--- config.mk ---
export PLATFORM = sky130hd
export DESIGN_NAME = input_conditioner
export DESIGN_NICKNAME = d
export VERILOG_FILES = /design/src/rtl/input_cond_pkg.sv /design/src/rtl/debounce_bit.sv /design/src/rtl/input_conditioner.sv
export SDC_FILE = /design/constraint.sdc
export NUM_CORES = 1
export LEC_CHECK = 0
export ABC_AREA = 1
export CORE_AREA = 2 2 166 168
export DETAILED_ROUTE_END_ITERATION = 8
export DIE_AREA = 0 0 168 170
export HOLD_SLACK_MARGIN = 0.02
export PLACE_DENSITY = 0.63
export SYNTH_ARGS = -nofsm -noshare
export SYNTH_HDL_FRONTEND = slang
export SYNTH_SLANG_ARGS = --single-unit
--- constraint.sdc ---
create_clock -name clock -period 2.32 [get_ports clock]
set_clock_uncertainty 0.15 [all_clocks]
set_input_delay 0.464 -clock clock [delete_from_list [all_inputs] [get_ports clock]]
set_output_delay 0.464 -clock clock [all_outputs]
set_load 0.01 [all_outputs]
--- src/rtl/input_cond_pkg.sv ---
// input_cond_pkg: constants shared by the input conditioner and its benches.
// Optional macro INPUT_CONDITIONER_SYNC3_EN selects a 3-flop synchroniser
// instead of the default 2-flop chain.
package input_cond_pkg;

  // 20 ms of CLOCK_50 cycles: the production debounce window.
  localparam int DEBOUNCE_20MS_50MHZ = 1000000;

  // Short window so benches reach a stable level in a handful of cycles.
  localparam int DEBOUNCE_SIM = 4;

  // Depth of the metastability synchroniser in front of each debouncer.
`ifdef INPUT_CONDITIONER_SYNC3_EN
  localparam int SYNC_STAGES = 3;
`else
  localparam int SYNC_STAGES = 2;
`endif

  // Counter width needed to hold 0 .. cycles without wrapping.
  function automatic int cnt_width(input int cycles);
    return $clog2(cycles + 1);
  endfunction

endpackage

--- src/rtl/debounce_bit.sv ---
// debounce_bit: one conditioned input bit. Synchronises the raw level,
// requires DEBOUNCE_CYCLES consecutive disagreeing samples before the clean
// level follows, and emits registered one-cycle rise/fall pulses coincident
// with each level change.
// Synchroniser depth comes from input_cond_pkg::SYNC_STAGES, which is 3 when
// INPUT_CONDITIONER_SYNC3_EN is defined and 2 otherwise.
module debounce_bit
  import input_cond_pkg::*;
#(
  parameter int DEBOUNCE_CYCLES = DEBOUNCE_SIM  // legal range 1 .. 2^26-1
) (
  input  logic clock,
  input  logic reset_n,
  input  logic raw,
  output logic level,
  output logic rise,
  output logic fall
);

  localparam int CNT_W = cnt_width(DEBOUNCE_CYCLES);
  localparam logic [CNT_W-1:0] CNT_LAST = CNT_W'(DEBOUNCE_CYCLES - 1);
  localparam logic [CNT_W-1:0] CNT_ONE  = CNT_W'(1);

  logic [SYNC_STAGES-1:0] sync_chain;
  logic                   sync;
  logic [CNT_W-1:0]       cnt;
  logic                   differs;
  logic                   done;

  // The last stage of the chain is the only one the debounce logic may look at.
  assign sync    = sync_chain[SYNC_STAGES-1];
  assign differs = (sync != level);
  // The current edge is the final qualifying sample of a level change.
  assign done    = differs && (cnt == CNT_LAST);

  // Plain flop-to-flop synchroniser: raw enters at bit 0, no logic in between.
  always_ff @(posedge clock) begin
    if (!reset_n) begin
      sync_chain <= '0;
    end else begin
      sync_chain <= {sync_chain[SYNC_STAGES-2:0], raw};
    end
  end

  // Count consecutive disagreeing samples; any agreement or a completed change restarts it.
  always_ff @(posedge clock) begin
    if (!reset_n) begin
      cnt <= '0;
    end else if (!differs || done) begin
      cnt <= '0;
    end else begin
      cnt <= cnt + CNT_ONE;
    end
  end

  // Update the clean level and fire the matching edge pulse in the same cycle.
  always_ff @(posedge clock) begin
    if (!reset_n) begin
      level <= 1'b0;
      rise  <= 1'b0;
      fall  <= 1'b0;
    end else begin
      rise <= done && sync;
      fall <= done && !sync;
      if (done) begin
        level <= sync;
      end
    end
  end

endmodule

--- src/rtl/input_conditioner.sv ---
// input_conditioner: board front end that turns raw asynchronous SW/KEY
// levels into clean, debounced levels plus one-cycle rise/fall strobes for
// the rate-divider/counter stage. Every bit is handled independently in the
// CLOCK_50 domain.
// Define INPUT_CONDITIONER_SYNC3_EN for a 3-flop synchroniser (one extra
// cycle of latency); the default build uses a 2-flop synchroniser.
module input_conditioner
  import input_cond_pkg::*;
#(
  parameter int WIDTH           = 10,
  parameter int DEBOUNCE_CYCLES = DEBOUNCE_20MS_50MHZ  // legal range 1 .. 2^26-1
) (
  input  logic             clock,
  input  logic             reset_n,
  input  logic [WIDTH-1:0] raw_in,
  output logic [WIDTH-1:0] level_out,
  output logic [WIDTH-1:0] rise_pulse,
  output logic [WIDTH-1:0] fall_pulse
);

  // One self-contained debouncer per input bit; bits never interact.
  for (genvar i = 0; i < WIDTH; i++) begin : g_bit
    debounce_bit #(
      .DEBOUNCE_CYCLES(DEBOUNCE_CYCLES)
    ) u_debounce_bit (
      .clock  (clock),
      .reset_n(reset_n),
      .raw    (raw_in[i]),
      .level  (level_out[i]),
      .rise   (rise_pulse[i]),
      .fall   (fall_pulse[i])
    );
  end

endmodule

* Word level (Yosys, flattened, before mapping) *
Cells that the tools add are included.

word-level totals
  register bits after elaboration = 250
  bits in read-only memories = 0
  memories kept = 0
  bits in latches = 0
  memory bits (writable) = 0
  output and inout port bits = 30
  input bits = 12
  word-level logic and storage cells = 151

operators by class
  shift operators = 0
  order comparisons = 0
  bitwise logic cells = 1
  divide/modulo/power cells = 0
  $add $sub $neg = 10
  multiplexer cells = 0
  reduce and logical (&&, ||, !) cells = 70
  eq/ne operators = 20
  multiply operators = 0

operators with widths
  kind                                           number
  adder 20 x 1 -> 20 bit, second input constant  10
  == test 20 bit, second input constant          10
  logical AND 1 bit                              30
  logical NOT 1 bit                              20
  OR reduction 2 bit                             10
  logical OR 1 bit                               10
  inequality test 1 bit                          10
  NOT 1 bit                                      1

* Depth between registers and ports, before layout *
  depth in word-level cells = 4
  gate-level depth with buffers = 9
  gate-level depth less buffers = 9

* By module *
A second synthesis with hierarchy kept.

second synthesis, totals
  cells, all modules = 1680
  area total of the unflattened synthesis = 11848.9 sq um

modules (own cells, without submodules)
  module        cells an instance  area each (sq um)  instances  sequential area each (sq um)
  debounce_bit  168                1184.9             10         500.5

* Least setup slack after synthesis *
Ideal clock, no wire load.

  path type = register to register
  start point = register g_bit[2].u_debounce_bit.cnt[0]
  end point = register g_bit[2].u_debounce_bit.cnt[16]
  data required time = 2055 ps
  path slack = 663 ps
  period minus slack after synthesis = 1657 ps
  buffers on the path = 1
  library setup time = 115 ps
  stages on the path, launching flop included = 8
  arrival time = 1392 ps
  path through = dfxtp_1 ha_1 nand3_1 nor2_2 nand3_2 nand2_4 buf_4 nor2_1

between the ends
  longest elaborated chain between the ends = 4
  elaborated cells between the ends (all ways) = 5
  classes of those cells = 1 x add/sub; 1 x eq/ne; 3 x reduce/logical

RTL lines
  what                                                            line                text
  start, declared                                                 debounce_bit.sv:26  logic [CNT_W-1:0] cnt;
  start signal, assigned                                          debounce_bit.sv:52  cnt <= cnt + CNT_ONE;
  branches (longest 4 deep; another with adder 20 x 1 -> 20 bit)  -

Several ways; the timed one is not identified.
A chain may end at the register's enable or synchronous reset.

* Worst setup path after layout *
  start point = register g_bit[3].u_debounce_bit.level
  end point = output port level_out[3]

RTL lines
  what                    line                     text
  start, declared         debounce_bit.sv:15       output logic level,
  start signal, assigned  debounce_bit.sv:66       level <= sync;
  end, declared           input_conditioner.sv:16  output logic [WIDTH-1:0] level_out,

No word-level cell between the ends.

==> out/qor.yml <==
outcome:
  status: "finished, final reports clean"
clocking:
  postCtsSetupBuffers: 0
  path_clk_slew_ns: 0.06
  cts_buffer_depth: 3
  cts_tree: "built"
  cts_root_buf: "clkbuf_16"
  clk_latency_ns: 0.55
  numClockSinks: 250
  cts-htree-levels: 1
  cts_buffers: 28
sta:
  hold_viol_final: 0
  max_freq_ghz: 0.4592
  final.period_utilization_pct: 93.86
  setup_violations: 0
  rsz0062_at_grt: "no"
  slew_viol_final: 0
  tightest_slew_ns: 0.5222
  min_period_ns: 2.178
  maxSlewHeadroom_pct: 65.05
  setup-tns-final_ns: 0
drt:
  drt_wl_total_mm: 23.08
  ant_nets: 0
  route.detailed.drc: 0
  first_iter_violations: 496
  viasPerCell: 4.730
  dr.pass1.iters: 7
  num_vias: 9934
  routedWlPerCell_um: 10.99
flow_run:
  drv_cap: 0
yosys:
  synth_area_leaders: "dfxtp_1 42%, nand2_1 14%, nor2_1 12%"
  synth_top_area_share_pct: 42.25
  yosysWarnings: 0
  mappedNetlistArea_sq_um: 11850
  synth_area_per_cell_sq_um: 6.912
  synth_top_area_cell: "dfxtp_1"
  ys_seq_area_share_pct: 42.25
  synth_fp_nets: 1736
  ys_types: 32
  syn-instance-count: 1714
  ys_ff_latch: 250
global_routing:
  overflow: 0
  grt_max_degree: 41
  grt_pass1_wl_mm: 40.30
  grt_usage_pct: 16.38
  grt_pass1_vias: 9340
  antenna_found_initial: 0
finish:
  drive_gt1_share_pct: 5.685
  design_area_sq_um: 13370
  stdcell_count: 2100
  antenna_cells: 0
  nets: 1765
  synthToLayoutAreaGrowth_pct: 12.82
  final_core_utilization_pct: 50.15
setup_path:
  crit_type: "register to output pin"
  critical_path.max_stage_delay_ns: 0.58
  crit_path_top_delay_cell: "clkdlybuf4s50_1"
  critPathLaunchType: "register"
  worst-path-stages: 1
  cp.arrival_ns: 1.56
  cp_max_fo: 6
  crit_buf_inv: 1
  path_delay_family: "buffers and inverters"
  ff2ff_path_depth: 6
  worstSetupEndpointType: "output pin"
  crit_required_ns: 1.71
  worstPathCellList: "clkdlybuf4s50_1"
place:
  gp_congestion: 0.8656
  dp_cells: 2054
  portBuffers: 41
  dp_hpwl_mm: 16.57
  placed_cell_area_sq_um: 12370
min_path:
  hold_path.class: "register to register"
  worstHoldPathCells: 2
power_and_ir_drop:
  powerDensity_nw_per_um2: 687.0
  leakage_nw: 4.202
  p_sw_mw: 1.802
  p_clk_share_pct: 51.7
  swShare_pct: 19.63
  power.total_mw: 9.182
  seqPwrFrac_pct: 47.1
  p_int_mw: 7.380
  max-vdd-ir-drop_mv: 0.5734
  combPwrFrac_pct: 1.2
floorplanning:
  initial_core_util_pct: 44.45
  std_cell_rows: 60
  core_sq_um: 26650
  fp.dieH_um: 170
  die_area_sq_um: 28560
  ios: 42
  die_w_um: 168
[cells in the mapped netlist (all sizes together)]
| cell | instances |
|---|---|
| o21a | 6 |
| or2 | 22 |
| nor3b | 3 |
| nand4 | 23 |
| nand3 | 124 |
| ha | 10 |
| nor2 | 403 |
| buf | 45 |
| o21bai | 5 |
| inv | 164 |
| nor3 | 13 |
| o21ai | 22 |
| clkbuf | 3 |
| xnor2 | 47 |
| xor2 | 44 |
| a21oi | 79 |
| dfxtp | 250 |
| nand3b | 7 |
| nand2 | 444 |
[final timing paths]
path	from	endpoint	slack [ns]
hold / removal	g_bit[7].u_debounce_bit.sync_chain[0]$_SDFF_PN0_	g_bit[7].u_debounce_bit.sync_chain[1]$_SDFF_PN0_	0.26
hold reg to reg	g_bit[7].u_debounce_bit.sync_chain[0]$_SDFF_PN0_	g_bit[7].u_debounce_bit.sync_chain[1]$_SDFF_PN0_	0.26
setup reg to reg	g_bit[6].u_debounce_bit.cnt[0]$_SDFF_PP0_	g_bit[6].u_debounce_bit.cnt[18]$_SDFF_PP0_	0.49
setup / recovery	g_bit[3].u_debounce_bit.level$_SDFFE_PN0P_	level_out[3]	0.14
[routing by layer]
metal	part of all wire (%)	up-vias	track usage (%)
met4	2.6	0	4.915
met1	48	4382	20.77
met2	45	130	28.44
met5	0	-	0
li1	-	5381	-
met3	3.8	41	2.953
[final cells by class]
type                       instances  area, sq um
clock inverter                    13        251.5
sequential                       250         5005
clock buffer                      33        739.5
timing repair buffer              47        452.9
fill                            2631        13290
inverter                         164        615.6
multi-input combinational       1252         5874
tap                              341        426.7
[stage by stage]
step	hold WS, ns	worst slack (ns)
finish	0.2601	0.1424
global route	0.2759	0.06229
CTS	0.2606	0.04956
detailed placement	0.2475	0.4861
global placement	0.2444	0.5248
floorplan	0.2405	0.6633
[cells in the final DEF (no fill, tap or decap), drive strengths merged, types with 33 or more instances in the layout]
cell type      instances
clkdlybuf4s50         39
xor2                  44
nand3                124
nand2                444
xnor2                 47
dfxtp                250
a21oi                 79
clkbuf                33
nor2                 403
inv                  164
[cell families after synthesis]
logic type	count (synthesis)	share of synthesized area, %
AO/OA/AOI/OAI	112	5.059
XOR/XNOR	91	6.728
adder cells (fa/ha/maj)	10	1.056
buffers and inverters	212	8.164
flip-flops	250	42.25
AND/OR/NAND/NOR	1039	36.74
[repair_timing]
action                     4_1_cts  5_1_grt
hold buffers                     0        0
resized for setup                0        1
setup endpoints to repair        0        1
[power by group through the flow]
stage	Sequential [mW]	Clock [mW]	Combinational, mW
after floorplan	4.42	0	0.0691
after global placement	4.42	0	0.107
after detailed placement	4.42	0	0.108
after CTS	4.33	4.89	0.109
after global routing	4.33	5.08	0.121
final	4.33	4.75	0.106
[flip-flops by register name, indices dropped and copies added, names as in the netlist]
register	count
g_bit.u_debounce_bit.fall	10
g_bit.u_debounce_bit.cnt	200
g_bit.u_debounce_bit.sync_chain	20
g_bit.u_debounce_bit.rise	10
g_bit.u_debounce_bit.level	10
Power figures use the tool's default switching activity.
